File: src/rtl/fb_pkg.sv
// Shared encodings for the framebuffer arbiter: pixel ops, FSM states and the
// page-organised pixel-to-byte mapping.
package fb_pkg;

  typedef enum logic [1:0] {
    OP_CLR = 2'b00,
    OP_SET = 2'b01,
    OP_TGL = 2'b10,
    OP_NOP = 2'b11
  } px_op_e;

  typedef enum logic [1:0] {
    ST_IDLE   = 2'b00,
    ST_RMW_RD = 2'b01,
    ST_RMW_WR = 2'b10,
    ST_CLR    = 2'b11
  } state_e;

  // Each byte holds 8 vertically stacked pixels of one column within a page.
  function automatic int px_byte_addr(input logic [7:0] x, input logic [7:0] y,
                                      input int width);
    return int'(y >> 3) * width + int'(x);
  endfunction

endpackage

File: src/rtl/fb_access_arbiter_if.sv
// Requester-side bundle of the framebuffer arbiter: refresh read port, pixel
// op port, clear trigger and busy status.
interface fb_access_arbiter_if #(
  parameter int ADDR_WIDTH = 10
) ();
  logic                  rd_valid;
  logic [ADDR_WIDTH-1:0] rd_addr;
  logic                  rd_ready;
  logic                  rd_data_valid;
  logic [7:0]            rd_data;
  logic                  px_valid;
  logic [7:0]            px_x;
  logic [7:0]            px_y;
  logic [1:0]            px_op;
  logic                  px_ready;
  logic                  clr_start;
  logic                  busy;

  modport master (
    output rd_valid, rd_addr, px_valid, px_x, px_y, px_op, clr_start,
    input  rd_ready, rd_data_valid, rd_data, px_ready, busy
  );

  modport slave (
    input  rd_valid, rd_addr, px_valid, px_x, px_y, px_op, clr_start,
    output rd_ready, rd_data_valid, rd_data, px_ready, busy
  );
endinterface

File: src/rtl/fb_pixel_alu.sv
// Combinational pixel modifier: applies clear/set/toggle to one bit of a byte.
module fb_pixel_alu
  import fb_pkg::*;
(
  input  logic [7:0] data_i,
  input  logic [2:0] bit_i,
  input  px_op_e     op_i,
  output logic [7:0] data_o
);

  for (genvar gi = 0; gi < 8; gi++) begin : g_bit
    logic hit;
    assign hit = (bit_i == 3'(gi));
    assign data_o[gi] = !hit              ? data_i[gi] :
                        (op_i == OP_CLR)  ? 1'b0 :
                        (op_i == OP_SET)  ? 1'b1 :
                        (op_i == OP_TGL)  ? ~data_i[gi] :
                                            data_i[gi];
  end

endmodule

File: src/rtl/fb_access_arbiter.sv
// Shares one single-port framebuffer BRAM between refresh reads, read-modify-write
// pixel ops and a whole-buffer clear sweep.
module fb_access_arbiter
  import fb_pkg::*;
#(
  parameter int ADDR_WIDTH = 10,
  parameter int WIDTH      = 128,
  parameter int HEIGHT     = 64
) (
  input  logic                  clk,
  input  logic                  rst_n,
  fb_access_arbiter_if.slave    bus,
  output logic                  mem_we,
  output logic [ADDR_WIDTH-1:0] mem_addr,
  output logic [7:0]            mem_din,
  input  logic [7:0]            mem_dout
);

  localparam int DEPTH = WIDTH * HEIGHT / 8;
  localparam logic [ADDR_WIDTH-1:0] LAST_ADDR = ADDR_WIDTH'(DEPTH - 1);

  state_e                state_q, state_d;
  logic                  clr_pend_q, clr_pend_d;
  logic                  rr_px_last_q, rr_px_last_d;
  logic                  rd_dv_q, rd_dv_d;
  logic [ADDR_WIDTH-1:0] clr_addr_q, clr_addr_d;
  logic [ADDR_WIDTH-1:0] px_addr_q, px_addr_d;
  logic [2:0]            px_bit_q, px_bit_d;
  px_op_e                px_op_q, px_op_d;

  logic                  grant_rd, grant_px, px_in_range, px_do_rmw;
  logic [ADDR_WIDTH-1:0] px_addr_in;
  logic [7:0]            alu_byte;

  // On a tie the requester that was not served last wins.
  assign grant_rd    = bus.rd_valid && (!bus.px_valid || rr_px_last_q);
  assign grant_px    = bus.px_valid && !grant_rd;
  assign px_in_range = (int'(bus.px_x) < WIDTH) && (int'(bus.px_y) < HEIGHT);
  assign px_do_rmw   = px_in_range && (px_op_e'(bus.px_op) != OP_NOP);
  assign px_addr_in  = ADDR_WIDTH'(px_byte_addr(bus.px_x, bus.px_y, WIDTH));

  fb_pixel_alu u_alu (
    .data_i (mem_dout),
    .bit_i  (px_bit_q),
    .op_i   (px_op_q),
    .data_o (alu_byte)
  );

  assign bus.rd_data       = mem_dout;
  assign bus.rd_data_valid = rd_dv_q;
  assign bus.busy          = (state_q != ST_IDLE) || clr_pend_q;

  always_comb begin
    state_d      = state_q;
    clr_pend_d   = clr_pend_q;
    rr_px_last_d = rr_px_last_q;
    rd_dv_d      = 1'b0;
    clr_addr_d   = clr_addr_q;
    px_addr_d    = px_addr_q;
    px_bit_d     = px_bit_q;
    px_op_d      = px_op_q;
    bus.rd_ready = 1'b0;
    bus.px_ready = 1'b0;
    mem_we       = 1'b0;
    mem_addr     = '0;
    mem_din      = '0;

    unique case (state_q)
      ST_IDLE: begin
        if (clr_pend_q) begin
          state_d    = ST_CLR;
          clr_addr_d = '0;
          clr_pend_d = 1'b0;
        end else if (grant_rd) begin
          bus.rd_ready = 1'b1;
          mem_addr     = bus.rd_addr;
          rd_dv_d      = 1'b1;
          rr_px_last_d = 1'b0;
        end else if (grant_px) begin
          bus.px_ready = 1'b1;
          rr_px_last_d = 1'b1;
          if (px_do_rmw) begin
            mem_addr  = px_addr_in;
            px_addr_d = px_addr_in;
            px_bit_d  = bus.px_y[2:0];
            px_op_d   = px_op_e'(bus.px_op);
            state_d   = ST_RMW_RD;
          end
        end
      end
      ST_RMW_RD: begin
        mem_we   = 1'b1;
        mem_addr = px_addr_q;
        mem_din  = alu_byte;
        state_d  = ST_RMW_WR;
      end
      ST_RMW_WR: begin
        state_d = ST_IDLE;
      end
      ST_CLR: begin
        mem_we   = 1'b1;
        mem_addr = clr_addr_q;
        if (clr_addr_q == LAST_ADDR) begin
          state_d = ST_IDLE;
        end else begin
          clr_addr_d = clr_addr_q + 1'b1;
        end
      end
      default: state_d = ST_IDLE;
    endcase

    // A pulse arriving while a pending clear is being launched is absorbed by it.
    if (bus.clr_start && (state_q != ST_CLR) && !((state_q == ST_IDLE) && clr_pend_q)) begin
      clr_pend_d = 1'b1;
    end
  end

  always_ff @(posedge clk or negedge rst_n) begin
    if (!rst_n) begin
      state_q      <= ST_IDLE;
      clr_pend_q   <= 1'b0;
      rr_px_last_q <= 1'b1;
      rd_dv_q      <= 1'b0;
      clr_addr_q   <= '0;
      px_addr_q    <= '0;
      px_bit_q     <= '0;
      px_op_q      <= OP_NOP;
    end else begin
      state_q      <= state_d;
      clr_pend_q   <= clr_pend_d;
      rr_px_last_q <= rr_px_last_d;
      rd_dv_q      <= rd_dv_d;
      clr_addr_q   <= clr_addr_d;
      px_addr_q    <= px_addr_d;
      px_bit_q     <= px_bit_d;
      px_op_q      <= px_op_d;
    end
  end

endmodule

File: src/flat_wrapper.sv
// flat-port wrapper written by rule: the top's interface ports become plain ports
module fb_access_arbiter_flat import fb_pkg::*;
#(
  parameter int ADDR_WIDTH = 10,
  parameter int WIDTH      = 128,
  parameter int HEIGHT     = 64
)
  (clk, rst_n, mem_we, mem_addr, mem_din, mem_dout, bus_rd_valid, bus_rd_addr, bus_px_valid, bus_px_x, bus_px_y, bus_px_op, bus_clr_start, bus_rd_ready, bus_rd_data_valid, bus_rd_data, bus_px_ready, bus_busy);
  fb_access_arbiter_if #(.ADDR_WIDTH(ADDR_WIDTH)) bus_i ();
  input  logic clk;
  input  logic rst_n;
  output logic mem_we;
  output logic [ADDR_WIDTH-1:0] mem_addr;
  output logic [7:0] mem_din;
  input  logic [7:0] mem_dout;
  input wire logic [$bits(bus_i.rd_valid)-1:0] bus_rd_valid;
  input wire logic [$bits(bus_i.rd_addr)-1:0] bus_rd_addr;
  input wire logic [$bits(bus_i.px_valid)-1:0] bus_px_valid;
  input wire logic [$bits(bus_i.px_x)-1:0] bus_px_x;
  input wire logic [$bits(bus_i.px_y)-1:0] bus_px_y;
  input wire logic [$bits(bus_i.px_op)-1:0] bus_px_op;
  input wire logic [$bits(bus_i.clr_start)-1:0] bus_clr_start;
  output wire logic [$bits(bus_i.rd_ready)-1:0] bus_rd_ready;
  output wire logic [$bits(bus_i.rd_data_valid)-1:0] bus_rd_data_valid;
  output wire logic [$bits(bus_i.rd_data)-1:0] bus_rd_data;
  output wire logic [$bits(bus_i.px_ready)-1:0] bus_px_ready;
  output wire logic [$bits(bus_i.busy)-1:0] bus_busy;
  assign bus_i.rd_valid = bus_rd_valid;
  assign bus_i.rd_addr = bus_rd_addr;
  assign bus_i.px_valid = bus_px_valid;
  assign bus_i.px_x = bus_px_x;
  assign bus_i.px_y = bus_px_y;
  assign bus_i.px_op = bus_px_op;
  assign bus_i.clr_start = bus_clr_start;
  assign bus_rd_ready = bus_i.rd_ready;
  assign bus_rd_data_valid = bus_i.rd_data_valid;
  assign bus_rd_data = bus_i.rd_data;
  assign bus_px_ready = bus_i.px_ready;
  assign bus_busy = bus_i.busy;
  fb_access_arbiter #(.ADDR_WIDTH(ADDR_WIDTH), .WIDTH(WIDTH), .HEIGHT(HEIGHT)) u_core (.clk(clk), .rst_n(rst_n), .bus(bus_i), .mem_we(mem_we), .mem_addr(mem_addr), .mem_din(mem_din), .mem_dout(mem_dout));
endmodule
File: config.mk
export PLATFORM = sky130hd
export DESIGN_NAME = fb_access_arbiter_flat
export DESIGN_NICKNAME = d
export VERILOG_FILES = /design/src/rtl/fb_pkg.sv /design/src/rtl/fb_access_arbiter_if.sv /design/src/rtl/fb_pixel_alu.sv /design/src/rtl/fb_access_arbiter.sv /design/src/flat_wrapper.sv
export SDC_FILE = /design/constraint.sdc
export NUM_CORES = 1
export LEC_CHECK = 0
export ABC_CLOCK_PERIOD_IN_PS = 2420
export BUFFER_PORTS_ARGS = -buffer_cell sky130_fd_sc_hd__buf_2
export CAP_MARGIN = 25
export CELL_PAD_IN_SITES_DETAIL_PLACEMENT = 1
export CELL_PAD_IN_SITES_GLOBAL_PLACEMENT = 2
export CORE_ASPECT_RATIO = 0.8
export CORE_MARGIN = 4
export CORE_UTILIZATION = 28
export CTS_CLUSTER_SIZE = 30
export DETAILED_ROUTE_END_ITERATION = 6
export PLACE_DENSITY_LB_ADDON = 0.1
export RECOVER_POWER = 50
export SYNTH_ARGS = -nofsm -noshare
export SYNTH_HDL_FRONTEND = slang
export SYNTH_HIERARCHICAL = 1
export SYNTH_SLANG_ARGS = --single-unit
File: constraint.sdc
create_clock -name clk -period 2.42 [get_ports clk]
set_input_delay 0.484 -clock clk [delete_from_list [all_inputs] [get_ports clk]]
set_output_delay 0.484 -clock clk [all_outputs]
set_load 0.03 [all_outputs]
# == After elaboration in Yosys (flattened, before gate mapping) ==
# Index checks and enable logic that the tools add are counted.
# Widths: inputs -> output; s select.
# word_totals
ff_bits,30
in_bits,41
output_inout_bits,31
# classes
n_addsub,2
n_lt_le_gt_ge,2
eq_ne,21
muxes,59
bitwise,10
n_reduce_logical,24
# op_table
operator,count
$mux 10,6
$mux 1,44
$pmux 10 s3,1
$pmux 10 s2,1
$eq 3x3->1 const B,4
$add 10x1->10 const B,1
$add 10x8->10,1
$eq 10x10->1 const B,1
$mux 2,5
$not 1->1,10
$lt 8x7->1 const B,1
$lt 8x8->1 const B,1
$mux 8,1
$pmux 2 s4,1
$reduce_bool 2->1,4
$logic_and 1x1->1,7
$eq 2x2->1 const B,3
$eq 3x2->1 const B,2
$ne 2x2->1 const B,3
$ne 3x1->1 const B,2
$reduce_and 3->1,2
$reduce_and 5->1,1
$eq 2x1->1 const B,2
$logic_not 2->1,2
other kinds (8),12

# == Longest topological paths before layout ==
# Gate-level depths: netlist (run 1).
# logic_depth
word_depth,9
ltp_mapped,6

# == By module ==
# The synthesis (run 1) kept the hierarchy.
# by_module_without_submodules
module,n_inst,cells_per_inst,area_each_um2
fb_access_arbiter,1,205,1846.8
fb_pixel_alu,1,31,196.4

# == Worst setup path after synthesis (run 1) ==
# Ideal clock, no wire load.
# synth_path
path_kind,input port to output port
startpoint,input port bus_px_op[0]
endpoint,output port mem_addr[0]
t_arrival_ns,1.705
required_time_ns,1.936
slack_ns,0.231
cell_stages,5
path_buffers,2
path_cell_list,a2111oi_2 > and3_1 > buf_2 > buf_2 > a221o_1
# synth_via
elab_chain_cells,7
# synth_lines
element,line,source
"start, declared",flat_wrapper.sv:21,input wire logic [$bits(bus_i.px_op)-1:0] bus_px_op;
$ne 2x2->1,fb_access_arbiter.sv:39,assign px_do_rmw = px_in_range && (px_op_e'(bus.px_op) != OP_NOP);
$logic_and 1x1->1,fb_access_arbiter.sv:39,
$mux 10,fb_access_arbiter.sv:82,if (px_do_rmw) begin
$mux 10,fb_access_arbiter.sv:79,end else if (grant_px) begin
$mux 10,fb_access_arbiter.sv:74,end else if (grant_rd) begin
$mux 10,fb_access_arbiter.sv:70,if (clr_pend_q) begin
$pmux 10 s3,fb_access_arbiter.sv:68,unique case (state_q)
"end, declared",flat_wrapper.sv:13,output logic [ADDR_WIDTH-1:0] mem_addr;
# No other way between the ends.

# == Worst setup path in the final report (run 1) ==
# layout_path
startpoint,register u_core.rr_px_last_q
endpoint,output port mem_addr[0]
# layout_via
elab_chain_cells,8
# layout_lines
element,line,source
"start, declared",fb_access_arbiter.sv:24,"logic rr_px_last_q, rr_px_last_d;"
"start signal, assigned",fb_access_arbiter.sv:131,rr_px_last_q <= rr_px_last_d;
$logic_or 1x1->1 (*),fb_access_arbiter.sv:36,assign grant_rd = bus.rd_valid && (!bus.px_valid || rr_px_last_q);
$logic_and 1x1->1 (*),fb_access_arbiter.sv:36,
$logic_not 1->1,fb_access_arbiter.sv:37,assign grant_px = bus.px_valid && !grant_rd;
$logic_and 1x1->1,fb_access_arbiter.sv:37,
$mux 10,fb_access_arbiter.sv:79,
$mux 10 (*),fb_access_arbiter.sv:74,
$mux 10 (*),fb_access_arbiter.sv:70,
$pmux 10 s3 (*),fb_access_arbiter.sv:68,
# Mark *: on every way between the ends. The rest lies on a longest branch, timed or not.

==> metrics.yaml, run 1 <==
flow_run:
  maxCapViolations: 1
sta:
  period_minus_slack_ns: 2.33
  hold_viol_final: 0
  fin_ws_ns: 0.0874
  tns_ns: 0
  worst_pin_slew_ns: 1.67
  relSlewSlack_pct: -11.2
  fin_skew_ns: 0.0121
  period_share_pct: 96.4
  setup_viol: 0
  max_clock_freq_mhz: 429
  drv_slew: 31
logic_synthesis:
  synth_area_leaders: "dfrtp_1 33%, nand2_1 9.9%, a221o_1 4.9%"
  netlist-cell-type-count: 43
  postSynth.asyncResetShare_pct: 100
  synth_cells: 236
  synth_top_area_cell: "dfrtp_1"
  synth-main-ff-cell: "dfrtp_1"
  yosys_warnings: 6
  synth_top_area_share_pct: 33.1
  synth_edf_count: 0
  syn_area_um2: 2040
  synth_nets: 280
  ys_ff_latch: 30
  syn_area_per_cell_um2: 8.66
  synthTopCellsByCount: "54 x nand2_1, 27 x dfrtp_1, 11 x nor2b_1, 10 x a221o_1"
  yosysMostFrequentCell: "nand2_1"
  seq_area_frac_synth_pct: 36.9
placed_design:
  portBuffers: 71
  dp_slack_ns: 0.0724
  gp_congestion: 0.730
  hpwl_mm: 4.99
floorplanning:
  die-width_um: 104
  core_area_um2: 6990
  ios: 72
  die-area_um2: 8740
  row_count: 27
  start_util_pct: 29.2
  die_y_um: 84.4
detailed_routing:
  firstDrtPassIters: 4
  via_per_inst: 4.97
  vias: 1958
  wirelength_mm: 6.53
  routedWlPerCell_um: 16.6
  drt_first_iter_violations: 85
  drc: 0
  antenna_left: 0
pwr:
  power_density_nw_per_um2: 378
  worst_ir_drop_vdd_v: 0.000137
  leakage_uw: 0.00130
  finalPower_uw: 982
min_path:
  holdPathStages: 3
  worstHoldPathType: "in -> reg"
critical_path:
  startpoint_type: "flip-flop"
  worstPathRequired_ns: 1.94
  setup.worst_path.class: "reg -> out"
  cp.arrival_ns: 1.85
  crit_top_cell: "buf_4"
  path_depth: 6
  path_max_fanout: 8
  r2r_cells: 5
  timing.critical_path.slowest_cell_delay_ns: 0.54
  endpoint_kind: "output pin"
  crit_chain: "a21boi_0 -> buf_4 -> and3_4 -> buf_4 -> a221o_1 -> buf_2"
  slowest_stage: "dfstp_2"
  path_buf_inv: 3
  crit_family: "flip-flops"
global_routing:
  grt_pass1_wl_mm: 10.4
  grt_pass1_vias: 1906
  antenna_found_initial: 0
  grt_remaining_overflow: 0
  grt_max_degree: 31
  grt_usage_pct: 14.7
clocking:
  ctsHoldBuffers: 0
  clk_pin_slew_ns: 0.06
  numCtsBuffers: 5
  htree_levels: 2
  clk_latency_ns: 0.29
  cts_tree: "yes"
  clock_sinks: 30
  cts_root_buf: "clkbuf_8"
  clockBufferDepth: 2
layout:
  layout-drive-gt1-share_pct: 30.0
  area_growth_pct: 27.2
  n_fill_cell: 853
  final_nets: 350
  num_antenna_cells: 0
  fin_util_pct: 37.2
status:
  violations: "max-capacitance violations, max-slew violations"
  status: "finished with violations"
-- cell families after synthesis --
group / share of synthesized area (%)
DFF: 36.9
AOI/OAI and AO/OA: 20.9
muxes: 4.96
xor gates and xnor gates: 2.14
and+or+nand+nor: 26.8
buffers and inverters: 6.37
adders and majority gates: 1.84
-- timing repair --
action,CTS,global route
setup endpoints to repair,0,15
buffers inserted,0,2
resized for setup,0,14
-- report_power, final --
part	internal, µW	switching [µW]	leakage (µW)
Sequential	502	0	0.000378
Clock	204	185	0.0000395
Combinational	37.9	52.7	0.000884
Total	744	238	0.00130
-- per-layer routing --
| metal | vias to the layer above | routed length [µm] | global-route usage (%) |
|---|---|---|---|
| met5 | - | 0 | 0 |
| met4 | 0 | 67 | 3.62 |
| met3 | 9 | 303 | 3.38 |
| met2 | 53 | 2700 | 21.3 |
| met1 | 923 | 3450 | 22.1 |
| li1 | 973 | - | - |
-- worst register-to-register path, delay by kind of cell, from the launching register on --
family	cells	cell delay, ns
AOI/OAI and AO/OA	2	0.69
and+or+nand+nor	2	0.33
DFF	1	0.44
adders and majority gates	1	0.29
-- registers in the layout, summed over array words and instances (netlist names) --
name                      flops
u_core/clr_addr_q            10
u_core/px_addr_q             10
u_core/px_bit_q               3
u_core/px_op_q                2
u_core/state_q                2
u_core/bus.rd_data_valid      1
u_core/clr_pend_q             1
u_core/rr_px_last_q           1
-- per-stage QoR --
step / cell area [µm²] / hold WS [ns] / instances
global route: 2600 / 0.386 / 394
global placement: 2480 / 0.455 / 384
finish: 2600 / 0.391 / 394
CTS: 2560 / 0.273 / 392
floorplan: 2040 / 0.188 / 236
detailed placement: 2480 / 0.466 / 384
-- cell usage in the layout (no fill, tap or decap), drive strengths merged, types with 2 or more instances in the layout --
cell type / instances
a211o: 2
a21boi: 2
a21o: 2
a21oi: 11
a221o: 10
a22o: 2
a31oi: 8
a41oi: 2
and2: 9
and2b: 2
and3: 5
buf: 72
clkbuf: 19
dfrtp: 27
dfstp: 3
ha: 3
inv: 3
mux2i: 9
nand2: 54
nand2b: 9
nand3: 9
nor2: 6
nor2b: 11
nor3: 4
o211ai: 2
o21ai: 6
xnor2: 3
xor2: 2
-- worst paths after layout --
check | from | endpoint | slack [ns]
min in group asynchronous | rst_n | u_core/clr_addr_q[2] | 0.62
hold reg to reg | u_core/px_addr_q[3] | u_core/px_addr_q[3] | 0.48
setup reg to reg | u_core/clr_addr_q[0] | u_core/clr_addr_q[7] | 0.56
setup / recovery | u_core/rr_px_last_q | mem_addr[0] | 0.09
hold / removal | bus_px_y[0] | u_core/px_bit_q[0] | 0.39
max in group asynchronous | rst_n | u_core/px_addr_q[7] | 0.83
-- final cells by class --
| cell class | count | area, µm² | area share, % |
|---|---|---|---|
| Timing Repair Buffer | 83 | 459 | 17.7 |
| Tap cell | 87 | 109 | 4.19 |
| Clock buffer | 8 | 80.1 | 3.08 |
| Multi-Input combinational cell | 183 | 1180 | 45.6 |
| Sequential cell | 30 | 754 | 29.0 |
| Inverter | 3 | 11.3 | 0.433 |
Power figures use the tool's default switching activity.
==> run 2: changes to the inputs <==
--- a/config.mk
+++ b/config.mk
@@ -5,7 +5,7 @@
 export SDC_FILE = /design/constraint.sdc
 export NUM_CORES = 1
 export LEC_CHECK = 0
-export ABC_CLOCK_PERIOD_IN_PS = 2420
+export ABC_CLOCK_PERIOD_IN_PS = 2400
 export BUFFER_PORTS_ARGS = -buffer_cell sky130_fd_sc_hd__buf_2
 export CAP_MARGIN = 25
 export CELL_PAD_IN_SITES_DETAIL_PLACEMENT = 1
==> constraint.sdc (replaced) <==
create_clock -name clk -period 2.4 [get_ports clk]
set_input_delay 0.48 -clock clk [delete_from_list [all_inputs] [get_ports clk]]
set_output_delay 0.48 -clock clk [all_outputs]
set_load 0.01 [all_outputs]
==> metrics.yaml, run 2 (synthesis results as in run 1) <==
clocking:
  clockBufferDepth: 2  # unchanged
  clock_sinks: 30  # unchanged
  ctsHoldBuffers: 0  # unchanged
  htree_levels: 2  # unchanged
  cts_root_buf: "clkbuf_8"  # unchanged
  clk_pin_slew_ns: 0.07  # was 0.06 ns
  numCtsBuffers: 5  # unchanged
  cts_tree: "yes"  # unchanged
  clk_latency_ns: 0.28  # was 0.29 ns
critical_path:
  startpoint_type: "flip-flop"  # unchanged
  path_max_fanout: 9  # was 8
  cp.arrival_ns: 1.79  # was 1.85 ns
  crit_family: "flip-flops"  # unchanged
  path_buf_inv: 2  # was 3
  slowest_stage: "dfstp_2"  # unchanged
  setup.worst_path.class: "reg -> out"  # unchanged
  timing.critical_path.slowest_cell_delay_ns: 0.55  # was 0.54 ns
  worstPathRequired_ns: 1.92  # was 1.94 ns
  crit_chain: "a21boi_1 -> and3_1 -> buf_4 -> a221o_1 -> buf_2"  # was a21boi_0 -> buf_4 -> and3_4 -> buf_4 -> a221o_1 -> buf_2
  endpoint_kind: "output pin"  # unchanged
layout:
  regArea_um2: 754  # unchanged
  final_common_cell: "buf_2"  # unchanged
  layout.cells.non_filler: 393  # was 394
  area_growth_pct: 25.8  # was 27.2%
  n_fill_cell: 866  # was 853
  largestRegisters: "u_core/clr_addr_q (10), u_core/px_addr_q (10), u_core/px_bit_q (3)"  # unchanged
  multiInputGateArea_um2: 1180  # about the same
  layout-drive-gt1-share_pct: 30.1  # was 30.0%
  num_antenna_cells: 0  # unchanged
  layout_common_cells: "61 x buf_2, 54 x nand2_1, 27 x dfrtp_1"  # was 57 x buf_2, 54 x nand2_1, 27 x dfrtp_1
  final_nets: 349  # was 350
placed_design:
  gp_congestion: 0.753  # was 0.730
  hpwl_mm: 4.96  # was 4.99 mm
  dp_cells: 383  # was 384
  portBuffers: 71  # unchanged
sta:
  tns_ns: 0  # unchanged
  setup_viol: 0  # unchanged
  grt_setup_unrepaired: "no"
  relSlewSlack_pct: -12.5  # was -11.2%
  hold_viol_final: 0  # unchanged
  max_clock_freq_mhz: 441
  fin_skew_ns: 0.00621  # was 0.0121 ns
  worst_pin_slew_ns: 1.69  # was 1.67 ns
  period_minus_slack_ns: 2.27
  period_share_pct: 94.6
  drv_slew: 31  # unchanged
  whs_ns: 0.385  # was 0.391 ns
status:
  violations: "max-capacitance violations, max-slew violations"  # unchanged
  status: "finished with violations"  # unchanged
floorplanning:
  ios: 72  # unchanged
  die-width_um: 104  # unchanged
  core_area_um2: 6990  # unchanged
  die_y_um: 84.4  # unchanged
  start_util_pct: 29.2  # unchanged
  row_count: 27  # unchanged
  die-area_um2: 8740  # unchanged
pwr:
  p_int_uw: 743  # was 744 µW
  p_sw_uw: 247  # was 238 µW
  power.share.switching_pct: 25.0  # was 24.3%
  power_density_nw_per_um2: 385  # was 378 nW/µm²
  worst_ir_drop_vdd_v: 0.000142  # was 0.000137 V
  clkPwrFrac_pct: 41.0  # was 39.7%
  leakage_uw: 0.00130  # about the same
  sequentialPowerShare_pct: 51.0  # was 51.1%
  p_comb_share_pct: 8.0  # was 9.2%
global_routing:
  grt_pass1_vias: 1988  # was 1906
  grt_max_degree: 31  # unchanged
  grt_pass1_wl_mm: 10.6  # was 10.4 mm
  antenna_found_initial: 0  # unchanged
  grt_remaining_overflow: 0  # unchanged
  grt_usage_pct: 14.7  # about the same
detailed_routing:
  wirelength_mm: 6.40  # was 6.53 mm
  via_per_inst: 5.01  # was 4.97
  antenna_left: 0  # unchanged
  vias: 1969  # was 1958
  drt_first_iter_violations: 59  # was 85
  routedWlPerCell_um: 16.3  # was 16.6 µm
  drc: 0  # unchanged
  firstDrtPassIters: 4  # unchanged
min_path:
  worstHoldPathType: "in -> reg"  # unchanged
flow_run:
  maxCapViolations: 1  # unchanged
run 2: metrics by stage:
step | setup slack, ns | util (%) | power (µW) | instance area, µm²
floorplan | 0.352 | - | 544 | 2040
global placement | 0.129 | 35.3 | 594 | 2470
detailed placement | 0.0903 | 35.3 | 595 | 2470
CTS | 0.0151 | 36.6 | 1010 | 2560
global route | 0.0112 | 36.8 | 1040 | 2570
finish | 0.131 | 36.8 | 991 | 2570
run 2: area by class of cell:
cell class / count / area share [%]
inverter: 3 / 0.438
timing repair buffer: 82 / 16.9
clock inverter: 2 / 0.389
tap: 87 / 4.23
sequential: 30 / 29.3
clock buffer: 6 / 2.82
multi-input combinational: 183 / 45.9
run 2: worst register-to-register path: stages (launching register included):
cell     delay [ns]
dfrtp_1        0.43
ha_1           0.28
nand4_2        0.15
o311a_4        0.43
and3_1         0.18
a211o_1        0.26
run 2: metal layers:
metal	vias to the layer above	GRT usage, %	share of wire (%)
met5	-	0	0
met3	4	3.92	6.2
met4	0	2.54	0.34
met1	940	21.1	51
met2	54	22.5	42
li1	971	-	-
run 2: power by group through the flow:
| stage | Combinational [µW] | Sequential, µW | Clock (µW) |
|---|---|---|---|
| detailed placement | 80.2 | 515 | 0 |
| finish | 78.8 | 506 | 406 |
| global route | 89.6 | 505 | 446 |
| global placement | 79.2 | 515 | 0 |
| floorplan | 28.7 | 515 | 0 |
| CTS | 81.1 | 505 | 423 |
run 2: repair_timing:
action | CTS | global route
setup endpoints to repair | 3 | 17
pin swaps | 0 | 1
gates resized for setup | 1 | 3
buffers inserted | 0 | 2
run 2: final timing paths:
kind / start / endpoint / slack [ns] / cells past startpoint
worst max register to register: u_core/clr_addr_q[0] / u_core/clr_addr_q[5] / 0.56 / 5
max in group asynchronous: rst_n / u_core/clr_addr_q[1] / 0.79 / 1
worst min register to register: u_core/px_addr_q[3] / u_core/px_addr_q[3] / 0.48 / 2
worst max-delay path: u_core/rr_px_last_q / mem_addr[6] / 0.13 / 5
min in group asynchronous: rst_n / u_core/px_addr_q[6] / 0.63 / 1
worst min-delay path: bus_px_y[2] / u_core/px_bit_q[2] / 0.38 / 3
==> run 3: changes to the inputs <==
--- a/config.mk
+++ b/config.mk
@@ -5,14 +5,14 @@
 export SDC_FILE = /design/constraint.sdc
 export NUM_CORES = 1
 export LEC_CHECK = 0
-export ABC_CLOCK_PERIOD_IN_PS = 2400
+export ABC_CLOCK_PERIOD_IN_PS = 2900
 export BUFFER_PORTS_ARGS = -buffer_cell sky130_fd_sc_hd__buf_2
 export CAP_MARGIN = 25
 export CELL_PAD_IN_SITES_DETAIL_PLACEMENT = 1
 export CELL_PAD_IN_SITES_GLOBAL_PLACEMENT = 2
 export CORE_ASPECT_RATIO = 0.8
-export CORE_MARGIN = 4
-export CORE_UTILIZATION = 28
+export CORE_MARGIN = 2
+export CORE_UTILIZATION = 31
 export CTS_CLUSTER_SIZE = 30
 export DETAILED_ROUTE_END_ITERATION = 6
 export PLACE_DENSITY_LB_ADDON = 0.1
==> constraint.sdc (replaced) <==
create_clock -name clk -period 2.9 [get_ports clk]
set_input_delay 0.58 -clock clk [delete_from_list [all_inputs] [get_ports clk]]
set_output_delay 0.58 -clock clk [all_outputs]
set_load 0.01 [all_outputs]
==> metrics.yaml, run 3 (synthesis results as in run 1) <==
sta:
  setup_viol: 0  # unchanged
  tns_ns: 0  # unchanged
  grt_setup_unrepaired: "no"  # unchanged
  period_share_pct: 90.1
  fin_skew_ns: 0.00408  # was 0.00621 ns
  max_clock_freq_mhz: 383
  period_minus_slack_ns: 2.61
  drv_slew: 31  # unchanged
  relSlewSlack_pct: -12.1  # was -12.5%
  worst_pin_slew_ns: 1.68  # was 1.69 ns
  hold_viol_final: 0  # unchanged
  whs_ns: 0.471  # was 0.385 ns
critical_path:
  setup.worst_path.class: "reg -> out"  # unchanged
  crit_family: "simple AND/OR/NAND/NOR gates"  # was flip-flops
  timing.critical_path.slowest_cell_delay_ns: 0.48  # was 0.55 ns
  endpoint_kind: "output pin"  # unchanged
  worstPathRequired_ns: 2.32  # was 1.92 ns
  rrSetupSlack_ns: 1.04  # was 0.56 ns
  r2r_cells: 5  # unchanged
  path_buf_inv: 2  # unchanged
  cp.arrival_ns: 2.03  # was 1.79 ns
  r2r-end: "u_core/clr_addr_q[5]"  # unchanged
  crit_chain: "nor3_2 -> and3_1 -> buf_12 -> a221o_1 -> buf_2"  # was a21boi_1 -> and3_1 -> buf_4 -> a221o_1 -> buf_2
  startpoint_type: "flip-flop"  # unchanged
  path_max_fanout: 18  # was 9
  path_depth: 5  # unchanged
  slowest_stage: "dfrtp_1"  # was dfstp_2
  r2r_start: "u_core/clr_addr_q[0]"  # unchanged
placed_design:
  gp_congestion: 0.709  # was 0.753
  hpwl_mm: 4.30  # was 4.96 mm
  dp_cells: 377  # was 383
  portBuffers: 71  # unchanged
floorplanning:
  ios: 72  # unchanged
  row_count: 26  # was 27
  start_util_pct: 32.0  # was 29.2%
  die_y_um: 76.6  # was 84.4 µm
  die-width_um: 94.8  # was 104 µm
  die-area_um2: 7260  # was 8740 µm²
  core_area_um2: 6380  # was 6990 µm²
clocking:
  cts_root_buf: "clkbuf_8"  # unchanged
  htree_levels: 2  # unchanged
  clk_latency_ns: 0.28  # about the same
  clock_sinks: 30  # unchanged
  clockBufferDepth: 2  # unchanged
  clk_pin_slew_ns: 0.06  # was 0.07 ns
  postCtsSetupBuffers: 0  # unchanged
  ctsHoldBuffers: 0  # unchanged
  numCtsBuffers: 5  # unchanged
  ctsResizeCount: 0  # was 1
  cts_tree: "yes"  # unchanged
pwr:
  p_comb_share_pct: 7.6  # was 8.0%
  sequentialPowerShare_pct: 50.0  # was 51.0%
  power.share.switching_pct: 23.6  # was 25.0%
  worst_ir_drop_vdd_v: 0.000157  # was 0.000142 V
  power_density_nw_per_um2: 333  # was 385 nW/µm²
  p_sw_uw: 198  # was 247 µW
  p_int_uw: 640  # was 743 µW
  clkPwrFrac_pct: 42.4  # was 41.0%
  leakage_uw: 0.00127  # was 0.00130 µW
detailed_routing:
  routedWlPerCell_um: 15.0  # was 16.3 µm
  wirelength_mm: 5.79  # was 6.40 mm
  vias: 1937  # was 1969
  firstDrtPassIters: 4  # unchanged
  drt_first_iter_violations: 85  # was 59
  via_per_inst: 5.03  # was 5.01
  antenna_left: 0  # unchanged
  drc: 0  # unchanged
layout:
  layout.cells.non_filler: 385  # was 393
  layout_common_cells: "61 x buf_2, 54 x nand2_1, 27 x dfrtp_1"  # unchanged
  fin_util_pct: 39.5  # was 36.8%
  num_antenna_cells: 0  # unchanged
  final_common_cell: "buf_2"  # unchanged
  multiInputGateArea_um2: 1160  # was 1180 µm²
  largestRegisters: "u_core/clr_addr_q (10), u_core/px_addr_q (10), u_core/px_bit_q (3)"  # unchanged
  layout-drive-gt1-share_pct: 28.6  # was 30.1%
  regArea_um2: 754  # unchanged
  final_nets: 344  # was 349
  n_fill_cell: 804  # was 866
  area_growth_pct: 23.2  # was 25.8%
global_routing:
  grt_usage_pct: 16.6  # was 14.7%
  antenna_found_initial: 0  # unchanged
  grt_pass1_wl_mm: 9.48  # was 10.6 mm
  grt_remaining_overflow: 0  # unchanged
  grt_max_degree: 31  # unchanged
  grt_pass1_vias: 1952  # was 1988
min_path:
  worstHoldPathType: "reg -> reg"  # was in -> reg
  min_to: "u_core/px_addr_q[7]"  # was u_core/px_bit_q[2]
  hp-start: "u_core/px_addr_q[7]"  # was bus_px_y[2]
  holdPathStages: 2  # was 3
flow_run:
  maxCapViolations: 1  # unchanged
status:
  status: "finished with violations"  # unchanged
  violations: "max-capacitance violations, max-slew violations"  # unchanged
run 3: final cells by class:
class                           instances  share of cell area (%)
Clock buffer                            7                    3.43
Clock inverter                          1                   0.199
Inverter                                3                   0.447
Multi-Input combinational cell        183                    46.0
Sequential cell                        30                    30.0
Tap cell                               84                    4.17
Timing Repair Buffer                   77                    15.8
run 3: how the worst max path moves through the flow:
stage / startpoint / end / slack (ns)
3_3_place_gp: bus_px_op[0] / mem_addr[5] / 0.36
4_1_cts: u_core/clr_pend_q / mem_addr[1] / 0.26
3_5_place_dp: bus_px_op[0] / mem_addr[8] / 0.30
5_1_grt: u_core/clr_pend_q / mem_addr[1] / 0.15
6_report: u_core/clr_pend_q / mem_addr[1] / 0.29
2_1_floorplan: bus_px_op[0] / mem_addr[0] / 0.65
run 3: stage by stage:
stage / power (µW) / area, µm² / worst slack (ns)
2_1_floorplan: 450 / 2040 / 0.652
3_3_place_gp: 492 / 2440 / 0.364
3_5_place_dp: 493 / 2440 / 0.300
4_1_cts: 854 / 2530 / 0.260
5_1_grt: 872 / 2520 / 0.147
6_report: 838 / 2520 / 0.288
run 3: power by group through the flow:
stage          sequential (µW)  clock (µW)  combinational (µW)
6_report                   419         356                63.7
5_1_grt                    418         382                71.8
4_1_cts                    418         369                67.1
3_5_place_dp               426           0                66.6
3_3_place_gp               426           0                66.0
2_1_floorplan              426           0                23.7
run 3: layer usage:
| layer | vias to the layer above | GRT usage (%) | wire length [µm] |
|---|---|---|---|
| li1 | 958 | - | - |
| met1 | 927 | 21.1 | 2750 |
| met2 | 44 | 28.2 | 2700 |
| met3 | 8 | 3.36 | 281 |
| met4 | 0 | 4.78 | 61 |
| met5 | - | 0 | 0 |
run 3: tightest hold or removal path, stage by stage, from the launching register on:
cell and delay, ns:
dfrtp_1 0.34, nand2_1 0.05, nand2_1 0.06
